===== config.mk =====
export PLATFORM = sky130hd
export DESIGN_NAME = mem_arbiter_flat
export DESIGN_NICKNAME = d
export VERILOG_FILES = /design/src/rtl/mem_arbiter_if.sv /design/src/rtl/mem_arbiter.sv /design/src/flat_wrapper.sv
export SDC_FILE = /design/constraint.sdc
export NUM_CORES = 1
export LEC_CHECK = 0
export BUFFER_PORTS_ARGS = -buffer_cell sky130_fd_sc_hd__buf_2
export CAP_MARGIN = 10
export CORE_ASPECT_RATIO = 1.4
export CORE_MARGIN = 2
export CORE_UTILIZATION = 35
export DETAILED_ROUTE_END_ITERATION = 10
export GPL_TIMING_DRIVEN = 1
export PLACE_DENSITY_LB_ADDON = 0.2
export SLEW_MARGIN = 20
export SYNTH_ARGS = -nofsm -noshare
export SYNTH_HDL_FRONTEND = slang
export SYNTH_SLANG_ARGS = --single-unit
export TNS_END_PERCENT = 1

===== constraint.sdc =====
create_clock -name clk -period 2.2 [get_ports clk]
set_clock_uncertainty 0.15 [all_clocks]
set_input_delay 0.11 -clock clk [delete_from_list [all_inputs] [get_ports clk]]
set_output_delay 0.11 -clock clk [all_outputs]
set_load 0.01 [all_outputs]

===== src/rtl/mem_arbiter_if.sv =====
// mem_arbiter_if: fetch port, load/store port and memory bus bundled for the arbiter.
interface mem_arbiter_if #(
  parameter int ADDR_W = 32,
  parameter int DATA_W = 32
);
  logic              m0_req;
  logic [ADDR_W-1:0] m0_addr;
  logic              m0_gnt;
  logic              m0_rvalid;
  logic [DATA_W-1:0] m0_rdata;
  logic              m0_err;
  logic              m1_req;
  logic              m1_we;
  logic [ADDR_W-1:0] m1_addr;
  logic [DATA_W-1:0] m1_wdata;
  logic [DATA_W/8-1:0] m1_wstrb;
  logic              m1_gnt;
  logic              m1_rvalid;
  logic [DATA_W-1:0] m1_rdata;
  logic              m1_err;
  logic              mem_req;
  logic              mem_we;
  logic [ADDR_W-1:0] mem_addr;
  logic [DATA_W-1:0] mem_wdata;
  logic [DATA_W/8-1:0] mem_wstrb;
  logic              mem_gnt;
  logic              mem_rvalid;
  logic [DATA_W-1:0] mem_rdata;
  modport master (
    input  m0_req, m0_addr, m1_req, m1_we, m1_addr, m1_wdata, m1_wstrb,
    output m0_gnt, m0_rvalid, m0_rdata, m0_err, m1_gnt, m1_rvalid, m1_rdata, m1_err,
    output mem_req, mem_we, mem_addr, mem_wdata, mem_wstrb,
    input  mem_gnt, mem_rvalid, mem_rdata
  );
  modport slave (
    output m0_req, m0_addr, m1_req, m1_we, m1_addr, m1_wdata, m1_wstrb,
    input  m0_gnt, m0_rvalid, m0_rdata, m0_err, m1_gnt, m1_rvalid, m1_rdata, m1_err,
    input  mem_req, mem_we, mem_addr, mem_wdata, mem_wstrb,
    output mem_gnt, mem_rvalid, mem_rdata
  );
endinterface


===== src/rtl/mem_arbiter.sv =====
// mem_arbiter: shares one memory port between a fetch and a load/store requester, one
// transaction at a time, with a watchdog that aborts accesses the memory never answers.
module mem_arbiter #(
  parameter int ADDR_W  = 32,
  parameter int DATA_W  = 32,
  parameter bit RR_EN   = 1'b1,
  parameter int TIMEOUT = 64
) (
  input logic           clk,
  input logic           rst_n,
  mem_arbiter_if.master bus
);
  localparam int TW = $clog2(TIMEOUT + 1);
  localparam int SW = DATA_W / 8;
  typedef enum logic [1:0] {IDLE, ISSUE, WAIT} state_t;
  state_t            state_q, state_d;
  logic              owner_q, owner_d, last_q, last_d, req_q, req_d, we_q, we_d;
  logic [ADDR_W-1:0] addr_q, addr_d;
  logic [DATA_W-1:0] wdata_q, wdata_d;
  logic [SW-1:0]     wstrb_q, wstrb_d;
  logic [TW-1:0]     timer_q, timer_d;
  logic              sel, done, tmo;
  // sel=1 picks m1; on contention round-robin hands the tie to whoever did not win last
  assign sel  = (bus.m0_req & bus.m1_req) ? (RR_EN ? ~last_q : 1'b1) : bus.m1_req;
  assign done = (state_q == WAIT) & bus.mem_rvalid;
  assign tmo  = (state_q == WAIT) & ~bus.mem_rvalid & (timer_q == TW'(TIMEOUT - 1));
  assign bus.m0_gnt    = (state_q == IDLE) & bus.m0_req & ~sel;
  assign bus.m1_gnt    = (state_q == IDLE) & bus.m1_req & sel;
  assign bus.m0_rvalid = (done | tmo) & ~owner_q;
  assign bus.m1_rvalid = (done | tmo) & owner_q;
  assign bus.m0_err    = tmo & ~owner_q;
  assign bus.m1_err    = tmo & owner_q;
  assign bus.m0_rdata  = (done & ~owner_q) ? bus.mem_rdata : '0;
  assign bus.m1_rdata  = (done & owner_q) ? bus.mem_rdata : '0;
  assign bus.mem_req   = req_q;
  assign bus.mem_we    = we_q;
  assign bus.mem_addr  = addr_q;
  assign bus.mem_wdata = wdata_q;
  assign bus.mem_wstrb = wstrb_q;
  always_comb begin
    state_d = state_q;
    owner_d = owner_q;
    last_d  = last_q;
    req_d   = req_q;
    we_d    = we_q;
    addr_d  = addr_q;
    wdata_d = wdata_q;
    wstrb_d = wstrb_q;
    timer_d = timer_q;
    unique case (state_q)
      IDLE: if (bus.m0_req | bus.m1_req) begin
        state_d = ISSUE;
        owner_d = sel;
        last_d  = sel;
        req_d   = 1'b1;
        we_d    = sel & bus.m1_we;
        addr_d  = sel ? bus.m1_addr : bus.m0_addr;
        wdata_d = sel ? bus.m1_wdata : '0;
        wstrb_d = sel ? bus.m1_wstrb : '0;
      end
      ISSUE: if (bus.mem_gnt) begin
        state_d = WAIT;
        req_d   = 1'b0;
        timer_d = '0;
      end
      WAIT: begin
        state_d = (done | tmo) ? IDLE : WAIT;
        timer_d = timer_q + 1'b1;
      end
      default: state_d = IDLE;
    endcase
  end
  always_ff @(posedge clk or negedge rst_n) begin
    if (!rst_n) begin
      state_q <= IDLE;
      owner_q <= 1'b0;
      last_q  <= 1'b1;
      req_q   <= 1'b0;
      we_q    <= 1'b0;
      addr_q  <= '0;
      wdata_q <= '0;
      wstrb_q <= '0;
      timer_q <= '0;
    end else begin
      state_q <= state_d;
      owner_q <= owner_d;
      last_q  <= last_d;
      req_q   <= req_d;
      we_q    <= we_d;
      addr_q  <= addr_d;
      wdata_q <= wdata_d;
      wstrb_q <= wstrb_d;
      timer_q <= timer_d;
    end
  end
endmodule


===== src/flat_wrapper.sv =====
// flat-port wrapper written by rule: the top's interface ports become plain ports
module mem_arbiter_flat 
#(
  parameter int ADDR_W  = 32,
  parameter int DATA_W  = 32,
  parameter bit RR_EN   = 1'b1,
  parameter int TIMEOUT = 64
)
  (clk, rst_n, bus_m0_req, bus_m0_addr, bus_m1_req, bus_m1_we, bus_m1_addr, bus_m1_wdata, bus_m1_wstrb, bus_m0_gnt, bus_m0_rvalid, bus_m0_rdata, bus_m0_err, bus_m1_gnt, bus_m1_rvalid, bus_m1_rdata, bus_m1_err, bus_mem_req, bus_mem_we, bus_mem_addr, bus_mem_wdata, bus_mem_wstrb, bus_mem_gnt, bus_mem_rvalid, bus_mem_rdata);
  mem_arbiter_if #(.ADDR_W(ADDR_W), .DATA_W(DATA_W)) bus_i ();
  input logic clk;
  input logic rst_n;
  input wire logic [$bits(bus_i.m0_req)-1:0] bus_m0_req;
  input wire logic [$bits(bus_i.m0_addr)-1:0] bus_m0_addr;
  input wire logic [$bits(bus_i.m1_req)-1:0] bus_m1_req;
  input wire logic [$bits(bus_i.m1_we)-1:0] bus_m1_we;
  input wire logic [$bits(bus_i.m1_addr)-1:0] bus_m1_addr;
  input wire logic [$bits(bus_i.m1_wdata)-1:0] bus_m1_wdata;
  input wire logic [$bits(bus_i.m1_wstrb)-1:0] bus_m1_wstrb;
  output wire logic [$bits(bus_i.m0_gnt)-1:0] bus_m0_gnt;
  output wire logic [$bits(bus_i.m0_rvalid)-1:0] bus_m0_rvalid;
  output wire logic [$bits(bus_i.m0_rdata)-1:0] bus_m0_rdata;
  output wire logic [$bits(bus_i.m0_err)-1:0] bus_m0_err;
  output wire logic [$bits(bus_i.m1_gnt)-1:0] bus_m1_gnt;
  output wire logic [$bits(bus_i.m1_rvalid)-1:0] bus_m1_rvalid;
  output wire logic [$bits(bus_i.m1_rdata)-1:0] bus_m1_rdata;
  output wire logic [$bits(bus_i.m1_err)-1:0] bus_m1_err;
  output wire logic [$bits(bus_i.mem_req)-1:0] bus_mem_req;
  output wire logic [$bits(bus_i.mem_we)-1:0] bus_mem_we;
  output wire logic [$bits(bus_i.mem_addr)-1:0] bus_mem_addr;
  output wire logic [$bits(bus_i.mem_wdata)-1:0] bus_mem_wdata;
  output wire logic [$bits(bus_i.mem_wstrb)-1:0] bus_mem_wstrb;
  input wire logic [$bits(bus_i.mem_gnt)-1:0] bus_mem_gnt;
  input wire logic [$bits(bus_i.mem_rvalid)-1:0] bus_mem_rvalid;
  input wire logic [$bits(bus_i.mem_rdata)-1:0] bus_mem_rdata;
  assign bus_i.m0_req = bus_m0_req;
  assign bus_i.m0_addr = bus_m0_addr;
  assign bus_i.m1_req = bus_m1_req;
  assign bus_i.m1_we = bus_m1_we;
  assign bus_i.m1_addr = bus_m1_addr;
  assign bus_i.m1_wdata = bus_m1_wdata;
  assign bus_i.m1_wstrb = bus_m1_wstrb;
  assign bus_m0_gnt = bus_i.m0_gnt;
  assign bus_m0_rvalid = bus_i.m0_rvalid;
  assign bus_m0_rdata = bus_i.m0_rdata;
  assign bus_m0_err = bus_i.m0_err;
  assign bus_m1_gnt = bus_i.m1_gnt;
  assign bus_m1_rvalid = bus_i.m1_rvalid;
  assign bus_m1_rdata = bus_i.m1_rdata;
  assign bus_m1_err = bus_i.m1_err;
  assign bus_mem_req = bus_i.mem_req;
  assign bus_mem_we = bus_i.mem_we;
  assign bus_mem_addr = bus_i.mem_addr;
  assign bus_mem_wdata = bus_i.mem_wdata;
  assign bus_mem_wstrb = bus_i.mem_wstrb;
  assign bus_i.mem_gnt = bus_mem_gnt;
  assign bus_i.mem_rvalid = bus_mem_rvalid;
  assign bus_i.mem_rdata = bus_mem_rdata;
  mem_arbiter #(.ADDR_W(ADDR_W), .DATA_W(DATA_W), .RR_EN(RR_EN), .TIMEOUT(TIMEOUT)) u_core (.clk(clk), .rst_n(rst_n), .bus(bus_i));
endmodule

==> impl.org <==
** Status
- The run finished with clean final reports.

** CTS
- CTS tree :: done
- The clock drives 81 sinks.
- Buffers inserted during clock tree synthesis total 9.
- Clock transition at the registers of the reported paths :: 70 ps
- CTS placed an instance of clkbuf_16 at the clock tree root.
- The H-tree generated during clock tree synthesis spans 3 levels.
- Clock network latency to the later pin of the worst-skew pair :: 340 ps
- Setup fix buffers added after clock tree synthesis :: 0
- Number of buffers on the longest clock path :: 2

** Timing
- Final Hold Vio Count :: 0
- Normalized max-slew margin :: 0.710
- Setup repair after global routing could not meet its margin everywhere.
- The number of pins with negative max-slew slack in the final report was 0.
- Static timing analysis puts the maximum clock frequency at 472 MHz.
- Minimum clock period :: 2120 ps
- After layout, the worst setup slack is 79.5 ps.
- Across all hold checks on the routed design, the worst slack comes to 98.3 ps.
- Transition time of the tightest slew-check pin :: 435 ps
- Dividing the final minimum period by the clock period gives 0.964.
- Setup violations remaining at the end of the flow were counted as 0.

** Final layout
- Relative to the synthesized area, the layout overhead comes to 73.3%.
- Of the cells placed in the final design, the portion with a size suffix greater than 1 is 0.407.
- The layout has 900 filler cells.
- In the final design database the tool counted 909 nets.

** Detailed routing
- Number of DRC violations after detailed-routing iteration 0 :: 276
- Once detail routing completed, the nets flagged for antenna violations numbered 0.
- After detailed routing, the number of vias per cell comes to 5.10.
- Detailed routing inserted a total of 4,697 vias.
- Router iterations before antenna repair :: 5
- After detailed routing, the average wire length per cell comes to 16.9 µm.
- Total wire length :: 15,600 µm
- Number of design rule violations left after detail routing :: 0

** Power
- In this run the static leakage power is 3.57 nW.
- Fraction of power consumed by sequential logic :: 0.353
- Internal power comes to 4.37 mW.
- Of the total power, the share spent switching nets is 0.390.
- Summed over all nets, the switching power comes to 2.80 mW.
- Combinational share of power :: 0.439
- Dividing total power by cell area gives a power density of 1060 nW/µm².
- Clock network fraction of total power :: 0.207
- The worst-case IR drop observed on VDD is 0.677 mV.

** Placement
- In this run the tool buffered the top-level ports with 278 buffer cells.
- At the placement stage, the worst setup path has a slack of 375 ps.
- At the end of routability-driven placement, the weighted congestion stood at 0.840.
- Once detailed placement completed, the half-perimeter wirelength came to 10,500 µm.

** Critical path
- Across all register-to-register paths, the minimum setup slack is 80 ps.
- CP max stage delay :: 590 ps
- The critical path goes through nor2_2 -> buf_4 -> a21oi_1 -> a31oi_1 -> dlygate4sd3_1.
- In this run the worst setup path begins at u_core.state_q[1].
- For the worst flop-to-flop path, the logic depth is 5.
- Type of the worst setup path :: register to register
- Critical path startpoint category :: register
- At the worst endpoint, the arrival time is 2250 ps.
- In this run the critical register-to-register path is launched from u_core.state_q[1].
- Crit path required time :: 2320 ps
- Cell with the biggest individual delay on the critical path :: dlygate4sd3_1
- STA classifies the critical path endpoint as a register.
- In this run the worst path has a maximum fanout of 34.

** Yosys
- For this run, the register share of the synthesized area comes to 0.520.
- Dividing the synthesized area by the synthesized cell count gives 9.78 µm².
- Netlist Area Pre-Place :: 3900 µm²
- Of the total synthesized cell area, the portion taken by AND, OR, NAND and NOR gates is 0.219.
- Largest cells by area after synthesis :: dfrtp_1 51%, and2_1 10%, a22o_1 8.3%
- Unique masters post-synth :: 39
- The biggest area contributor in the post-synthesis netlist is dfrtp_1.
- Top_reg_cell synth :: dfrtp_1
- Yosys mapped a number of flops with a built-in enable equal to 0.
- Share of Yosys cell area claimed by the top area cell type :: 0.513
- Ys async rst share :: 1.00
- Post-synthesis share of cell area spent on xor and xnor gates :: 0
- The compound-gate portion of the synthesized area was 0.205.
- When the netlist entered floorplanning its net count stood at 539.
- Yosys instantiated no cell more often than dfrtp_1.
- Of the total synthesized cell area, the portion taken by full adders, half adders and majority gates is 0.00321.
- Post-synthesis register bit count :: 81
- Post-synthesis cell count :: 399
- Of the post-synthesis cell area, the part taken by muxes is 0.
- Dominant combinational cell family by area after synthesis :: simple AND/OR/NAND/NOR gates
- Most frequent cells after synthesis :: 80 x dfrtp_1, 73 x nand2_1, 64 x and2_1
- The Yosys step of the flow raised 0 warnings.

** Floorplan
- The die is 129 µm tall.
- In this run the core area contains 45 standard-cell rows.
- 279 I/O pins were placed.
- Measured along the x axis, the die boundary spans 93.2 µm.
- Area of the die :: 12,000 µm²
- Initial Util :: 0.359
- The core region is 10,900 µm².

** Global routing
- Global routing finished with a remaining overflow of 0.
- The first global-routing pass estimated 23,600 µm of wire.
- The number of antenna violations at the first check in global routing is 8.
- In the global route stage, overall resource usage came out at 0.256.
- Largest net degree at the start of global routing :: 51
- The number of global-route vias before repair was 4,584.

** Hold path
- Class of the tightest hold or removal check :: input pin to async pin

** Flow run
- Max cap viols :: 0
[per-layer routing]
metal  up-vias  global-route usage  part of all wire
met3        48               0.112              0.13
met2       302               0.434              0.49
met1      2192               0.273              0.34
met5         -                   0            0.0022
met4         6               0.119             0.039
li1       2149                   -                 -
[stage by stage]
step	TNS, ps	cell area [µm²]	power, mW	utilization	std cells
after global routing	-81.4	6750	7.59	0.621	916
after CTS	0	6740	7.15	0.620	915
final	0	6760	7.17	0.622	921
after global placement	0	5390	5.28	0.496	795
after floorplan	0	3900	4.20	-	399
after detailed placement	0	5390	5.34	0.496	795
[cell usage in the layout (no fill, tap or decap), types with 2 or more instances in the layout]
cell type / synthesis / final
dfrtp_1: 80 / 80
o41ai_1: 2 / 2
clkinvlp_4: 0 / 2
nor3_4: 1 / 2
buf_4: 0 / 11
a21o_1: 2 / 2
or3_1: 2 / 2
o311ai_0: 2 / 2
and2_1: 64 / 65
dlygate4sd3_1: 0 / 104
nand3_1: 10 / 10
inv_8: 0 / 3
nand2_1: 73 / 73
buf_12: 0 / 2
a21oi_1: 34 / 34
nor2_1: 2 / 2
clkbuf_16: 0 / 9
a22o_1: 37 / 37
diode_2: 0 / 6
buf_2: 10 / 277
a31oi_1: 32 / 32
[kinds of logic after synthesis]
| kind of cell | count (synthesis) |
|---|---|
| buffers and inverters | 36 |
| DFF | 81 |
| AOI/OAI and AO/OA | 116 |
| adders and majority gates | 1 |
| and+or+nand+nor | 165 |
[layout make-up]
class / instances / area [µm²] / area share
antenna: 6 / 15.0 / 0.00222
clock buffer: 9 / 225 / 0.0333
clock inverter: 7 / 73.8 / 0.0109
inverter: 1 / 3.75 / 0.000555
multi-input combinational: 282 / 1690 / 0.250
sequential: 81 / 2030 / 0.300
tap: 141 / 176 / 0.0261
timing repair buffer: 394 / 2550 / 0.377
[power by group through the flow]
stage / clock network [mW] / registers, mW / logic (mW)
after floorplan: 0 / 2.73 / 1.47
after global routing: 1.58 / 2.61 / 3.41
after CTS: 1.53 / 2.52 / 3.10
after global placement: 0 / 2.53 / 2.75
final: 1.49 / 2.54 / 3.15
after detailed placement: 0 / 2.52 / 2.82
[registers in the layout, summed over array words and instances, names as in the netlist]
signal and flops:
u_core.bus.mem_addr 32, u_core.bus.mem_wdata 32, u_core.timer_q 7, u_core.bus.mem_wstrb 4, u_core.state_q 2, u_core.bus.mem_req 1
u_core.bus.mem_we 1, u_core.last_q 1, u_core.owner_q 1
[repair_timing]
| item | in CTS | in global routing |
|---|---|---|
| hold buffers | 104 | 0 |
| hold endpoints to repair | 152 | 0 |
| setup endpoints to repair | 1 | 42 |
| pin swaps | 0 | 1 |
| resized for setup | 1 | 3 |
[final timing paths]
path                                            end
setup / recovery            u_core.bus.mem_addr[17]
hold / removal              u_core.bus.mem_addr[22]
setup reg to reg            u_core.bus.mem_addr[17]
hold reg to reg                  u_core.bus.mem_req
max in group asynchronous  u_core.bus.mem_wdata[12]
min in group clk                  u_core.state_q[0]
[worst max-delay path: cells and delay by family (launching register included)]
family / cells / cell delay, ps
flops: 1 / 460
simple gates: 1 / 140
compound gates: 2 / 370
buf+inv: 2 / 930
Power figures use the tool's default switching activity.
